$ cat src/rtl/fpu_pkg.sv
// Shared FPU types: IEEE-754 single field view, canonical special encodings
// and an operand classifier used by the multi-cycle FPU units.
package fpu_pkg;

  typedef struct packed {
    logic        sign;
    logic [7:0]  exponent;
    logic [22:0] mantissa;
  } float_t;

  localparam logic [31:0] QNAN = 32'h7FC00000;
  localparam logic [31:0] PINF = 32'h7F800000;

  typedef enum logic [2:0] {ZERO, DENORM, NORMAL, INF, NAN} fclass_t;

  function automatic fclass_t classify(input float_t f);
    if (f.exponent == 8'd0)
      return (f.mantissa == 23'd0) ? ZERO : DENORM;
    if (f.exponent == 8'hFF)
      return (f.mantissa == 23'd0) ? INF : NAN;
    return NORMAL;
  endfunction

endpackage

$ cat src/rtl/fpu_result_fifo.sv
// Completion FIFO holding tag + data + flag per result; circular buffer with
// a combinational head view, flush, and simultaneous push/pop at any level.
module fpu_result_fifo #(
  parameter int DEPTH  = 4,
  parameter int DATA_W = 32,
  parameter int TAG_W  = 6
) (
  input  logic                       clk,
  input  logic                       rst,
  input  logic                       flush,
  input  logic                       push,
  input  logic [DATA_W-1:0]          push_data,
  input  logic [TAG_W-1:0]           push_tag,
  input  logic                       push_flag,
  input  logic                       pop,
  output logic                       out_valid,
  output logic [DATA_W-1:0]          out_data,
  output logic [TAG_W-1:0]           out_tag,
  output logic                       out_flag,
  output logic [$clog2(DEPTH+1)-1:0] count
);

  localparam int PTR_W = (DEPTH > 1) ? $clog2(DEPTH) : 1;
  localparam int CNT_W = $clog2(DEPTH + 1);
  localparam int ENT_W = DATA_W + TAG_W + 1;

  logic [ENT_W-1:0] mem [DEPTH];
  logic [PTR_W-1:0] wr_ptr_reg, rd_ptr_reg;
  logic [CNT_W-1:0] count_reg;
  logic             do_push, do_pop;
  logic [ENT_W-1:0] head;

  function automatic logic [PTR_W-1:0] wrap_inc(input logic [PTR_W-1:0] p);
    return (p == PTR_W'(DEPTH - 1)) ? '0 : p + PTR_W'(1);
  endfunction

  assign do_pop  = pop && (count_reg != '0);
  assign do_push = push && ((count_reg != CNT_W'(DEPTH)) || do_pop);

  always_ff @(posedge clk) begin
    if (do_push)
      mem[wr_ptr_reg] <= {push_tag, push_data, push_flag};
  end

  always_ff @(posedge clk) begin
    if (rst || flush) begin
      wr_ptr_reg <= '0;
      rd_ptr_reg <= '0;
      count_reg  <= '0;
    end else begin
      if (do_push) wr_ptr_reg <= wrap_inc(wr_ptr_reg);
      if (do_pop)  rd_ptr_reg <= wrap_inc(rd_ptr_reg);
      if (do_push && !do_pop)      count_reg <= count_reg + CNT_W'(1);
      else if (do_pop && !do_push) count_reg <= count_reg - CNT_W'(1);
    end
  end

  // Outputs read as zero when empty, so stale storage never shows.
  assign head      = mem[rd_ptr_reg];
  assign out_valid = (count_reg != '0);
  assign out_tag   = out_valid ? head[ENT_W-1 -: TAG_W] : '0;
  assign out_data  = out_valid ? head[DATA_W:1] : '0;
  assign out_flag  = out_valid ? head[0] : 1'b0;
  assign count     = count_reg;

endmodule

$ cat src/rtl/fsqrt.sv
// Combinational single-precision square root for positive normal operands,
// digit-by-digit integer root of the aligned significand, round to nearest.
module fsqrt (
  input  logic [30:0] x,
  output logic [31:0] y
);

  logic [47:0] rad;
  logic [27:0] rem;
  logic [27:0] trial;
  logic [23:0] root;
  logic [22:0] mant;

  always_comb begin
    // An odd unbiased exponent (even biased field) folds one extra factor of 2
    // into the radicand so the exponent halves exactly.
    rad = x[23] ? {1'b0, 1'b1, x[22:0], 23'b0} : {1'b1, x[22:0], 24'b0};
    rem  = '0;
    root = '0;
    for (int i = 23; i >= 0; i--) begin
      rem   = {rem[25:0], rad[2*i +: 2]};
      trial = {2'b00, root, 2'b01};
      if (rem >= trial) begin
        rem  = rem - trial;
        root = {root[22:0], 1'b1};
      end else begin
        root = {root[22:0], 1'b0};
      end
    end
    // Remainder above the root means the true value lies past root+0.5.
    mant = (rem > {4'b0, root}) ? root[22:0] + 23'd1 : root[22:0];
    y    = {1'b0, 8'(({1'b0, x[30:23]} + 9'd127) >> 1), mant};
  end

endmodule

$ cat src/rtl/fsqrt_pipe_ctrl.sv
// Square-root issue/completion stage: credit-gated acceptance, special-operand
// bypass, fixed-depth retiming pipeline and a completion FIFO for writeback.
module fsqrt_pipe_ctrl
  import fpu_pkg::*;
#(
  parameter int TAG_W      = 6,
  parameter int STAGES     = 2,
  parameter int FIFO_DEPTH = 4
) (
  input  logic             clk,
  input  logic             rst,
  input  logic             flush,
  input  logic             in_valid,
  output logic             in_ready,
  input  logic [31:0]      in_x,
  input  logic [TAG_W-1:0] in_tag,
  output logic             out_valid,
  input  logic             out_ready,
  output logic [31:0]      out_y,
  output logic [TAG_W-1:0] out_tag,
  output logic             out_invalid
);

  localparam int CNT_W  = $clog2(FIFO_DEPTH + STAGES + 1);
  localparam int FCNT_W = $clog2(FIFO_DEPTH + 1);

  logic             valid_reg [STAGES];
  logic [TAG_W-1:0] tag_reg   [STAGES];
  logic [31:0]      data_reg  [STAGES];
  logic             inv_reg   [STAGES];

  logic [CNT_W-1:0]  inflight;
  logic [FCNT_W-1:0] fifo_count;
  logic              accept;
  logic [31:0]       fsqrt_y;
  logic [31:0]       sel_data;
  logic              sel_inv;
  float_t            op;
  fclass_t           op_class;
  logic              push;
  logic [31:0]       push_data;
  logic [TAG_W-1:0]  push_tag;
  logic              push_inv;

  always_comb begin
    inflight = '0;
    for (int i = 0; i < STAGES; i++)
      inflight = inflight + CNT_W'(valid_reg[i]);
  end

  // Credits use registered occupancy only, so a pop frees its slot next cycle.
  assign in_ready = !rst && !flush &&
                    ((inflight + CNT_W'(fifo_count)) < CNT_W'(FIFO_DEPTH));
  assign accept   = in_valid && in_ready;

  fsqrt u_fsqrt (
    .x (data_reg[0][30:0]),
    .y (fsqrt_y)
  );

  always_comb begin
    op       = float_t'(data_reg[0]);
    op_class = classify(op);
    sel_data = fsqrt_y;
    sel_inv  = 1'b0;
    if (op_class == NAN) begin
      sel_data = QNAN;
    end else if (op.sign && op_class != ZERO) begin
      sel_data = QNAN;
      sel_inv  = 1'b1;
    end else if (op_class == ZERO || op_class == DENORM) begin
      sel_data = {op.sign, 31'b0};
    end else if (op_class == INF) begin
      sel_data = PINF;
    end
  end

  genvar gi;
  for (gi = 0; gi < STAGES; gi++) begin : g_stage
    if (gi == 0) begin : g_capture
      always_ff @(posedge clk) begin
        valid_reg[gi] <= (rst || flush) ? 1'b0 : accept;
        inv_reg[gi]   <= 1'b0;
        if (accept) begin
          data_reg[gi] <= in_x;
          tag_reg[gi]  <= in_tag;
        end
      end
    end else begin : g_retime
      always_ff @(posedge clk) begin
        valid_reg[gi] <= (rst || flush) ? 1'b0 : valid_reg[gi-1];
        tag_reg[gi]   <= tag_reg[gi-1];
        data_reg[gi]  <= (gi == 1) ? sel_data : data_reg[gi-1];
        inv_reg[gi]   <= (gi == 1) ? sel_inv : inv_reg[gi-1];
      end
    end
  end

  if (STAGES == 1) begin : g_push_direct
    assign push_data = sel_data;
    assign push_inv  = sel_inv;
  end else begin : g_push_piped
    assign push_data = data_reg[STAGES-1];
    assign push_inv  = inv_reg[STAGES-1];
  end
  assign push     = valid_reg[STAGES-1];
  assign push_tag = tag_reg[STAGES-1];

  fpu_result_fifo #(
    .DEPTH  (FIFO_DEPTH),
    .DATA_W (32),
    .TAG_W  (TAG_W)
  ) u_fifo (
    .clk       (clk),
    .rst       (rst),
    .flush     (flush),
    .push      (push),
    .push_data (push_data),
    .push_tag  (push_tag),
    .push_flag (push_inv),
    .pop       (out_ready),
    .out_valid (out_valid),
    .out_data  (out_y),
    .out_tag   (out_tag),
    .out_flag  (out_invalid),
    .count     (fifo_count)
  );

endmodule
$ cat config.mk
export PLATFORM = sky130hd
export DESIGN_NAME = fsqrt_pipe_ctrl
export DESIGN_NICKNAME = d
export VERILOG_FILES = /design/src/rtl/fpu_pkg.sv /design/src/rtl/fpu_result_fifo.sv /design/src/rtl/fsqrt.sv /design/src/rtl/fsqrt_pipe_ctrl.sv
export SDC_FILE = /design/constraint.sdc
export NUM_CORES = 1
export LEC_CHECK = 0
export ABC_AREA = 1
export CAP_MARGIN = 10
export CORE_MARGIN = 10
export CORE_UTILIZATION = 36
export CTS_CLUSTER_DIAMETER = 120
export DETAILED_ROUTE_END_ITERATION = 7
export PLACE_DENSITY_LB_ADDON = 0.25
export SLEW_MARGIN = 5
export SYNTH_ARGS = -nofsm -noshare
export SYNTH_HDL_FRONTEND = slang
export SYNTH_HIERARCHICAL = 1
export SYNTH_SLANG_ARGS = --single-unit
$ cat constraint.sdc
create_clock -name clk -period 77.3 [get_ports clk]
set_input_delay 11.595 -clock clk [delete_from_list [all_inputs] [get_ports clk]]
set_output_delay 11.595 -clock clk [all_outputs]
set_load 0.01 [all_outputs]
-- Word level (Yosys, flattened, before mapping)
Memory sizes are Yosys's and may differ from the RTL's. A register that Yosys moved wholly into a read port is not among the register bits.
Index checks and enable logic that the tools add are counted.
- add/sub/neg operators: 32
- magnitude comparators: 26
- equality and inequality tests: 7
- muxes and demuxes: 80
- reductions and logical operators: 21
- operators with widths (cell ; count):
    two-way mux 26 bit ; 23
    two-way mux 32 bit ; 4
    two-way mux 48 bit ; 1
    two-way mux 1 bit ; 37
    two-way mux 31 bit ; 1
    >= comparator 28 x 10 -> 1 bit ; 1
    >= comparator 28 x 11 -> 1 bit ; 1
    >= comparator 28 x 12 -> 1 bit ; 1
    >= comparator 28 x 13 -> 1 bit ; 1
    >= comparator 28 x 14 -> 1 bit ; 1
    >= comparator 28 x 15 -> 1 bit ; 1
    >= comparator 28 x 16 -> 1 bit ; 1
    >= comparator 28 x 17 -> 1 bit ; 1
    >= comparator 28 x 18 -> 1 bit ; 1
    >= comparator 28 x 19 -> 1 bit ; 1
    >= comparator 28 x 20 -> 1 bit ; 1
    >= comparator 28 x 21 -> 1 bit ; 1
    >= comparator 28 x 22 -> 1 bit ; 1
    >= comparator 28 x 23 -> 1 bit ; 1
    >= comparator 28 x 24 -> 1 bit ; 1
    >= comparator 28 x 25 -> 1 bit ; 1
    >= comparator 28 x 3 -> 1 bit ; 1
    >= comparator 28 x 4 -> 1 bit ; 1
    >= comparator 28 x 5 -> 1 bit ; 1
    57 further kinds ; 81
- register bits after elaboration: 7
- RAM bits: 236
- input port bits: 43
- output and inout port bits: 41
- logic and storage cells: 174
- memories kept: 5
- memory list (memory ; words ; bits a word ; read ports ; clocked after Yosys merged registers in ; wr ports ; line ; RTL):
    u_fifo.mem ; 4 ; 39 ; 1 ; 1 ; 1 ; fpu_result_fifo.sv:27 ; logic [ENT_W-1:0] mem [DEPTH];
    data_reg ; 2 ; 32 ; 2 ; 0 ; 2 ; fsqrt_pipe_ctrl.sv:29 ; logic [31:0] data_reg [STAGES];
    tag_reg ; 2 ; 6 ; 2 ; 0 ; 2 ; fsqrt_pipe_ctrl.sv:28 ; logic [TAG_W-1:0] tag_reg [STAGES];
    inv_reg ; 2 ; 1 ; 1 ; 0 ; 2 ; fsqrt_pipe_ctrl.sv:30 ; logic inv_reg [STAGES];
    valid_reg ; 2 ; 1 ; 2 ; 0 ; 2 ; fsqrt_pipe_ctrl.sv:27 ; logic valid_reg [STAGES];

-- Logic depth before layout (Yosys ltp)
An unclocked memory read counts as a cell.
- depth in word-level cells: 56
- mapped depth: 460

-- By module
Netlist, hierarchy kept.
- by module, submodules not included (module ; instances ; cells each ; area each (um^2)):
    fsqrt ; 1 ; 5338 ; 31996.9
    fpu_result_fifo ; 1 ; 569 ; 6703.9
    fsqrt_pipe_ctrl ; 1 ; 218 ; 2618.8

-- Worst setup path before layout
OpenSTA, ideal clock, no wires.
- kind: register to register
- start: memory data_reg[0][23]
- end: memory data_reg[1][2], in the netlist data_reg[0][34]
- arrival time: 60.140 ns
- data required time: 77.238 ns
- slack: 17.099 ns
- stages on the path, launching flop included: 447
- period minus slack after synthesis: 60.201 ns
- path through: edfxtp_1 buf_6 o21ai_0 ha_1 nand2_4 nand2_4 nand2_8 buf_8 mux2i_1 ha_1 a21oi_1 nand2_2 nor2_4 nand2_2 nand2_4 nand2_8 buf_12 buf_12 [411 not listed] nand2_1 nand2_1 nand3_4 inv_2 buf_8 mux2i_1 inv_1 ha_1 nand2_1 nor2_1 a211oi_1 o221ai_1 a31oi_1 dlygate4sd3_1 o2111ai_1 nand2_1 inv_1 nor2_2
- RTL lines (item ; line):
    start: declaration ; fsqrt_pipe_ctrl.sv:29

==> metrics.md <==
| Metric | Value |
|---|---|
| Cts bufs inserted | 27 |
| Final WS setup | a little under 8000 ps |
| CP required | 77780 ps |
| Post-Syn Area per Cell | 6.75 um2 |
| Hold Path Cell Cnt | 0 |
| Vias | 39044 |
| Worst-Margin Slew | 1230 ps |
| Total power | 0.00169 W |
| Grt total ovfl | 0 |
| Pin count of the biggest net entering global routing | about 80 |
| Power density over cell area | 38.5 nW/um2 |
| Critical R2R Capture | data_reg[0][48] |
| DRC viols | 0 |
| Multi-input gate area | 30200 um2 |
| DRT Wirelength | 125000 um |
| Drt pass-1 iters | 6 |
| CP startpoint kind | register |
| Clock Latency Late Sink | 560 ps |
| Sw Ratio | 0.611 |
| Gpl congestion | 0.924 |
| Die ar. | 129000 um2 |
| Post-synth cell types | 90 |
| CTS tree | done |
| R2r setup slk | 7880 ps |
| Initial Utilization | 0.362 |
| Sequential share of power | 0.091 |
| Top-level port count | 84 |
| Critical Path Max Stage Delay | 1040 ps |
| CP most frequent cell | nand2_1 |
| # port buffers | 83 |
| Dpl hpwl | 100000 um |
| Post-Syn Area | between 40000 and 50000 um2 |
| Area Growth Syn to Fin | 6.03% |
| Internal | 0.000655 W |
| Htree depth | 1 |
| Ys flop type | edfxtp_1 |
| Die height | 359 um |
| Core area | 114000 um2 |
| M3 GR Usage | 0.0115 |
| RSZ-0062 raised after global routing | no |
| Vias per cell | just over 5 |
| Yosys reg bits | 244 |
| Slew headroom | 0.174 |
| EDFF count, synth | 194 |
| First-pass GRT wire length | 200000 um |
| Pleak | around 21 nW |
| Maximum fanout along the worst path | 48 |
| Vias in the first global route | between 30000 and 40000 |
| Placed cells | 7645 |
| Final hold viol count | 0 |
| DR iter-0 viols | 2552 |
| CTS-repair resized insts | 0 |
| R2r worst-path depth | 394 |
| Std cell rows | about 120 |
| Critical R2R Launch | data_reg[0][23] |
| Comb pwr share | 0.839 |
| Antenna-violating nets left | 0 |
| Initial antenna violation count | 3 |
| Peak VDD IR | 0.0489 mV |
| Final worst clock skew | around 10 ps |
| Asr flop ratio synth | 0 |
| # setup viols final | 0 |
| Drt wl/cell | 16.3 um |
| HP Class | register to register |
| Clock tree sinks | 244 |
| Status | finished clean |
| Final nets | 6551 |
| Clock buffer depth | 3 |
| WS Path Type | register to register |
| Cell family with most CP delay | compound AO/OA/AOI/OAI gates |
| Worst hold start | tag_reg[0][4] |
| Post-CTS Setup Inserts | 0 |
| Number of max-cap violations | 0 |
| Max reg flops | approximately 160 |
| Clock power share | 0.071 |
| P_sw | ~0.0010 W |
| GR Layer Usage met2 | 0.322 |
| Critical-path top delay cell | inv_1 |
| Achievable Freq | 14.4 MHz |
| Critical Path End Type | register |
| Share of cells above drive strength 1 | 0.159 |
| GRT Max-Usage Layer | met2 |
| Post-cts hold buffer count | 0 |
| Worst-path clk slew | roughly 60 ps |
| Non-Filler Instances | 7695 |
| GRT Util Overall | 0.189 |
| Ant diodes | 0 |
| Sequential share of the synthesized area | 0.165 |
| GR Layer Usage met1 | 0.262 |
| Fin Setup TNS | 0 ps |
| CP Buf/Inv Count | 62 |
| Crit path DAT | 69910 ps |
| Sequential cell area | 6830 um2 |
| Final Max Slew Viols | 0 |
| Final critical-path required period | between 60000 and 70000 ps |
| Post-route clock period utilization | 0.898 |
| Yosys warnings | 6 |
| Cells after Synth | 6125 |
| CTS Root Cell | clkbuf_16 |
| Final core occ | 0.384 |
| Die Wd | 359 um |
| Dpl ws | 8690 ps |
| Fillers | roughly 12000 |
| Hold path endpoint | tag_reg[0][10] |
[how the worst max path moves through the flow]
stage,end,cells past startpoint,startpoint,slack (ps)
after floorplan,data_reg[0][34],446,data_reg[0][23],17100
after global placement,data_reg[0][48],392,data_reg[0][23],10300
after detailed placement,data_reg[0][48],397,data_reg[0][23],8690
after CTS,data_reg[0][48],396,data_reg[0][23],8470
after global routing,data_reg[0][48],403,data_reg[0][23],280
final,data_reg[0][48],394,data_reg[0][23],7880
[power by group through the flow]
stage | registers (W) | clock network, W | logic, W
global route | 0.000153 | 0.000128 | 0.00157
detailed placement | 0.000156 | 0 | 0.00139
floorplan | 0.000154 | 0 | 0.00111
CTS | 0.000153 | 0.000122 | 0.00140
global placement | 0.000156 | 0 | 0.00139
finish | 0.000153 | 0.000119 | 0.00141
[synth_stat cells (all sizes together) (20+ instances only)]
master | count | area (um2)
or2 | 25 | 159
inv | 724 | 2770
nand3b | 33 | 263
xnor2 | 138 | 1210
nand4 | 123 | 890
edfxtp | 194 | 5830
ha | 344 | 4300
o21ai | 393 | 2050
nor2 | 717 | 3720
buf | 89 | 1010
o21bai | 27 | 210
clkinv | 35 | 173
xor2 | 141 | 1230
o21a | 24 | 181
nand2 | 1963 | 9020
a31oi | 20 | 125
clkbuf | 41 | 384
o2111ai | 26 | 228
a21oi | 380 | 2010
dfxtp | 50 | 1000
nor3 | 57 | 328
nand3 | 475 | 3300
[placed cells by master (no fill, tap or decap), types with 17 or more instances in the layout]
| cell | count |
|---|---|
| a21oi_1 | 359 |
| a21oi_2 | 17 |
| a31oi_1 | 19 |
| buf_4 | 31 |
| clkbuf_16 | 27 |
| clkdlybuf4s50_1 | 83 |
| clkinv_1 | 23 |
| conb_1 | 28 |
| dfxtp_1 | 49 |
| edfxtp_1 | 194 |
| ha_1 | 344 |
| inv_1 | 653 |
| inv_2 | 60 |
| nand2_1 | 1573 |
| nand2_2 | 267 |
| nand2_4 | 116 |
| nand3_1 | 334 |
| nand3_2 | 112 |
| nand3_4 | 29 |
| nand3b_1 | 29 |
| nand4_1 | 108 |
| nor2_1 | 519 |
| nor2_2 | 109 |
| nor2_4 | 75 |
| nor3_1 | 50 |
| o2111ai_1 | 26 |
| o21a_1 | 23 |
| o21ai_0 | 334 |
| o21ai_1 | 40 |
| o21ai_2 | 17 |
| o21bai_1 | 25 |
| or2_2 | 22 |
| xnor2_1 | 138 |
| xor2_1 | 141 |
[stage by stage]
stage | area, um2 | hold slack [ps]
after floorplan | 41400 | 323
after global placement | 43000 | 331
after detailed placement | 43000 | 331
after CTS | 43800 | 344
after global routing | 43800 | 356
final | 43800 | 343
[final cells by class]
cell class                 instances  share of cell area
clock inverter                     6             0.00109
inverter                         762              0.0681
timing repair buffer             114              0.0243
sequential                       244               0.156
clock buffer                      44              0.0176
tap                             1512              0.0432
multi-input combinational       5013               0.690
[worst register-to-register path, delay by kind of cell (launching register included)]
| kind | cells | cell delay [ps] |
|---|---|---|
| DFF | 1 | 350 |
| AOI/OAI and AO/OA | 133 | 24910 |
| and+or+nand+nor | 166 | 22800 |
| adders and majority gates | 27 | 8740 |
| muxes | 6 | 1810 |
| buffers and inverters | 62 | 10810 |
[routing by layer]
layer | routed length (um) | vias to the layer above
li1 | - | 20173
met1 | 60100 | 17988
met2 | 57900 | 761
met3 | 4980 | 120
met4 | 2290 | 2
met5 | 11 | -
[cells by family (layout without fill, tap and decap cells)]
kind of cell / count (synthesis) / count (layout) / share of synthesized area
DFF: 244 / 244 / 0.165
muxes: 14 / 14 / 0.00339
AOI/OAI and AO/OA: 928 / 928 / 0.128
other: 2 / 28 / 0.000182
xor gates and xnor gates: 279 / 279 / 0.0591
and+or+nand+nor: 3418 / 3418 / 0.432
adders and majority gates: 346 / 346 / 0.105
buffers and inverters: 894 / 926 / 0.107
(Power assumes the default switching activity.)
